## src/rtl/gs_conv5x5_engine.sv

```systemverilog
// gs_conv5x5_engine: raster-scans a stored frame and streams 5x5 Gaussian-filtered pixels
module gs_conv5x5_engine #(
  parameter int IMG_W  = 256,
  parameter int IMG_H  = 256,
  parameter int ADDR_W = 16,
  parameter int CRD_W  = 8
) (
  input  logic              clk,
  input  logic              rst,
  input  logic              start,
  output logic              busy,
  output logic              done,
  output logic              rd_en,
  output logic [ADDR_W-1:0] rd_addr,
  input  logic [7:0]        rd_data,
  input  logic              rd_valid,
  output logic              pix_valid,
  input  logic              pix_ready,
  output logic [CRD_W-1:0]  pix_x,
  output logic [CRD_W-1:0]  pix_y,
  output logic [7:0]        pix_out
);
  typedef enum logic [2:0] {IDLE, RD, DRAIN, OUT, DONE} state_t;
  state_t state_q, state_d;
  logic [CRD_W-1:0] x_q, x_d, y_q, y_d;
  logic [2:0] ti_q, ti_d, tj_q, tj_d;
  logic [15:0] acc_q, acc_d;
  logic [7:0] wgt_q, wgt_d;
  logic last_tap, last_pix, accept, launch;
  logic signed [31:0] cx, cy;

  function automatic logic [7:0] kw(input logic [2:0] n);
    return (n == 3'd0 || n == 3'd4) ? 8'd1 : (n == 3'd2) ? 8'd6 : 8'd4;
  endfunction

  assign last_tap = ti_q == 3'd4 && tj_q == 3'd4;
  assign last_pix = x_q == CRD_W'(IMG_W - 1) && y_q == CRD_W'(IMG_H - 1);
  assign accept   = state_q == OUT && pix_ready;
  assign launch   = state_q == IDLE && start;

  // state register
  always_ff @(posedge clk or posedge rst)
    if (rst) state_q <= IDLE;
    else     state_q <= state_d;

  // next-state logic
  always_comb begin
    state_d = state_q;
    case (state_q)
      IDLE:    state_d = start ? RD : IDLE;
      RD:      state_d = last_tap ? DRAIN : RD;
      DRAIN:   state_d = OUT;
      OUT:     state_d = !pix_ready ? OUT : last_pix ? DONE : RD;
      default: state_d = IDLE;
    endcase
  end

  // datapath registers: raster position, tap counters, weight pipeline and accumulator
  always_ff @(posedge clk or posedge rst)
    if (rst) begin
      x_q   <= '0;
      y_q   <= '0;
      ti_q  <= '0;
      tj_q  <= '0;
      acc_q <= '0;
      wgt_q <= '0;
    end else begin
      x_q   <= x_d;
      y_q   <= y_d;
      ti_q  <= ti_d;
      tj_q  <= tj_d;
      acc_q <= acc_d;
      wgt_q <= wgt_d;
    end

  // datapath next state; weight of a tap lines up with its read data one cycle later
  always_comb begin
    x_d   = launch ? '0 : x_q;
    y_d   = launch ? '0 : y_q;
    tj_d  = state_q == RD ? (tj_q == 3'd4 ? 3'd0 : tj_q + 3'd1) : tj_q;
    ti_d  = state_q == RD ? (last_tap ? 3'd0 : tj_q == 3'd4 ? ti_q + 3'd1 : ti_q) : ti_q;
    if (accept && !last_pix) begin
      x_d = x_q == CRD_W'(IMG_W - 1) ? '0 : x_q + 1'b1;
      y_d = x_q == CRD_W'(IMG_W - 1) ? y_q + 1'b1 : y_q;
    end
    wgt_d = rd_en ? kw(ti_q) * kw(tj_q) : 8'd0;
    acc_d = (launch || accept) ? 16'd0 : rd_valid ? acc_q + 16'(rd_data) * 16'(wgt_q) : acc_q;
  end

  // outputs decoded from state; edge-replicated tap address, zero outside reads
  always_comb begin
    rd_en     = state_q == RD;
    busy      = state_q != IDLE && state_q != DONE;
    done      = state_q == DONE;
    pix_valid = state_q == OUT;
    cx        = 32'(x_q) + 32'(tj_q) - 2;
    cy        = 32'(y_q) + 32'(ti_q) - 2;
    cx        = cx < 0 ? 0 : cx > IMG_W - 1 ? IMG_W - 1 : cx;
    cy        = cy < 0 ? 0 : cy > IMG_H - 1 ? IMG_H - 1 : cy;
    rd_addr   = rd_en ? ADDR_W'(cy * IMG_W + cx) : '0;
    pix_x     = pix_valid ? x_q : '0;
    pix_y     = pix_valid ? y_q : '0;
    pix_out   = pix_valid ? 8'((acc_q + 16'd128) >> 8) : 8'd0;
  end
endmodule

```

## config.mk

```make
export PLATFORM = sky130hd
export DESIGN_NAME = gs_conv5x5_engine
export DESIGN_NICKNAME = d
export VERILOG_FILES = /design/src/rtl/gs_conv5x5_engine.sv
export SDC_FILE = /design/constraint.sdc
export NUM_CORES = 1
export LEC_CHECK = 0
export ABC_AREA = 1
export CAP_MARGIN = 20
export CORE_ASPECT_RATIO = 1.2
export CORE_UTILIZATION = 33
export CTS_CLUSTER_SIZE = 28
export DETAILED_ROUTE_END_ITERATION = 8
export PLACE_DENSITY_LB_ADDON = 0.15
export SLEW_MARGIN = 20
export SYNTH_ARGS = -nofsm -noshare
export SYNTH_HDL_FRONTEND = slang
export SYNTH_SLANG_ARGS = --single-unit
```

## constraint.sdc

```tcl
create_clock -name clk -period 4 [get_ports clk]
set_clock_uncertainty 0.05 [all_clocks]
set_input_delay 0.8 -clock clk [delete_from_list [all_inputs] [get_ports clk]]
set_output_delay 0.8 -clock clk [all_outputs]
set_load 0.05 [all_outputs]
```

==> metrics.md <==
| Metric | Value |
|---|---|
| Outcome | complete, but fails checks |
| Failing checks | negative setup slack |
| Placed cells | 1092 |
| Core area | 0.01744 sq mm |
| Beginning of the critical path | rd_data[6] |
| Die width | 123.6 microns |
| Slowest Stage Delay on Critical Path | 0.53 ns |
| Total buffers and inverters traversed by the critical path | 4 |
| Die area | 0.01828 sq mm |
| Syn Area/Cell | 7.318 sq um |
| Antenna-violating nets left | 0 |
| WP data required | 4.12 ns |
| CTS Hold Bufs | 0 |
| P&R area growth vs syn | 29.73% |
| Number of buffers created by CTS | 5 |
| Area share of the largest cell type after synthesis | 20.09% |
| GR Util met1 | 21.07% |
| Maximum clock path buffer count | 2 |
| Final worst setup slack | -0.01726 ns |
| Syn Inst Count | 800 |
| Largest net degree at the start of global routing | 34 |
| Crit path capture | acc_q[13] |
| Yosys cell types | 41 |
| Register Area | 0.001184 sq mm |
| Critical path class | in -> reg |
| Clk root buf | clkbuf_16 |
| Leading area contributor after synthesis | dfrtp_1 |
| Post-Layout Cell Count | 1103 |
| Worst path slowest cell | fa_2 |
| Antenna cells | 0 |
| GRT Max-Usage Layer | met2 |
| Final Util | 43.55% |
| TritonCTS clock tree | done |
| CP max FO | 5 |
| Via count | 5060 |
| Total GRT Usage | 17.00% |
| Most frequent cell on the critical path | fa_1 |
| Fillcell total | 1833 |
| Setup TNS | -0.01726 ns |
| Period utilisation layout | 100.4% |
| Critical-path cell list | buf_8 > nand2_4 > fa_2 > inv_2 > fa_1 > fa_1 > inv_1 > fa_1 > inv_2 > ha_4 > nand2_1 > nor2_2 > nand2_2 > nand2_4 > a21oi_2 > or2_4 > nand3_2 > o21ai_2 |
| R2R Path Start | wgt_q[1] |
| Most frequent cells in the layout | 185 x inv_1, 134 x nand2_1, 70 x ha_1 |
| 1st-pass router iterations | 4 |
| F_max | 0.2489 GHz |
| Startpoint Class | input port |
| DRC | 0 |
| Number of cells on the critical path | 18 |
| Routed wire length per instance | 13.33 microns |
| FP Rows | 53 |
| Initial antenna violation count | 0 |
| GR Util met3 | 1.659% |
| CP Capture Type | flip-flop |
| MaxCap Viol Count | 0 |
| Clk_lat worst skew | 0.29 ns |
| Leading cell type in the layout, fill and taps excluded | inv_1 |
| CTS clk-pin slew, worst paths | 0.06 ns |
| Initial DRC Count | 125 |
| # clock sinks | 47 |
| Vias in the first global route | 5098 |
| Grt met2 use | 30.97% |
| Syn. warnings | 0 |
| Initial Util | 33.57% |
| Worst Path Arrival | 4.14 ns |
| First-pass GRT wire length | 24.37 mm |
| Min cycle time layout | 4.017 ns |
| Remaining global-route overflow | 0 |
| Post-layout nets | 1016 |
| Layout cells sized above 1 | 18.80% |
| Mapped Nets | 934 |
| I/O Buffers | 56 |
| FF-to-FF path depth | 17 |
| Multi-input combinational cell area | 0.004224 sq mm |
| Final Routed Wirelength | 14.70 mm |
| RR Endpoint | acc_q[13] |
| Synth top area cells | dfrtp_1 20%, ha_1 17%, fa_1 14% |
| Dpl hpwl | 12.20 mm |
| Delay-heaviest family, CP | adder cells |
| Worst hold-check path type | reg -> reg |
| Vias/cell | 4.587 |
| H-tree depth | 2 |
| Slew Viols, Final | 0 |
| Register area share after synthesis | 20.09% |
| Place WS | -0.8558 ns |
| Relative slew slack | 50.78% |
| Least-Margin Pin Slew | 0.7372 ns |
| Die H | 147.9 microns |
| RSZ-0062 raised after global routing | true |
| Synthesized area | 0.005854 sq mm |
| Flop2flop setup slack | 0.04 ns |
| Global placement routability congestion | 0.7741 |
| Number of synthesized register bits | 47 |
| Final setup viols | 1 |
| IO Count | 57 |
| Final Hold Viols | 0 |
==> layer usage <==
layer,vias up,share of wire (%)
met3,9,2.5
met5,-,0
met2,67,53
met1,2362,44
met4,0,1.2
li1,2622,-
==> stage by stage <==
step | hold WS, ns | cell area (sq um)
after floorplan | 0.4300 | 5957
after global placement | 0.4452 | 7113
after detailed placement | 0.4533 | 7113
after CTS | 0.4682 | 7330
after global routing | 0.5213 | 7595
final | 0.4641 | 7595
==> kinds of logic after synthesis <==
group                    synth area share (%)
adder cells (fa/ha/maj)                 31.12
AND/OR/NAND/NOR                         22.89
XOR/XNOR                                2.992
flip-flops                              20.09
buffers and inverters                   14.00
other                                 0.06405
AO/OA/AOI/OAI                           8.848
==> cell usage after synthesis, drive strengths merged <==
master   count
nand3b       4
o21ai       38
o22ai        8
buf          1
clkbuf      10
nand4        4
xor2        14
inv        203
nand2      154
and2         1
nand3       43
o31ai        3
o2111ai      2
xnor2        6
conb         1
ha          80
or2          3
a21o         1
nor3        11
clkinv       2
nor4         1
dfrtp       47
fa          41
a31oi        1
a21oi       43
nor2        75
and3         2
a22o         1
==> how the worst min path moves through the flow <==
| stage | from | cells past startpoint | endpoint |
|---|---|---|---|
| floorplan | acc_q[0] | 1 | acc_q[0] |
| global placement | acc_q[0] | 1 | acc_q[0] |
| detailed placement | acc_q[0] | 1 | acc_q[0] |
| CTS | acc_q[0] | 1 | acc_q[0] |
| global route | acc_q[0] | 1 | acc_q[0] |
| finish | acc_q[0] | 1 | acc_q[0] |
==> sequential cells by signal, summed over array words and instances, names as in the netlist <==
register / flops
acc_q: 16
wgt_q: 6
tj_q: 3
ti_q: 3
x_q: 8
state_q: 3
y_q: 8
==> final cells by class <==
class / count / area share (%)
timing repair buffer: 86 / 12.65
tap: 220 / 3.624
multi-input combinational: 537 / 55.62
clock inverter: 2 / 0.4613
sequential: 47 / 15.58
inverter: 205 / 10.23
clock buffer: 6 / 1.829
==> timing repair <==
action	in CTS	in global routing
pin swaps	20	21
hold endpoints to repair	0	0
resized for setup	51	76
setup endpoints to repair	17	24
setup buffers	3	0
Power is not shown: default switching activity piles up to over one toggle a cycle in this logic, so the estimate is an artifact.
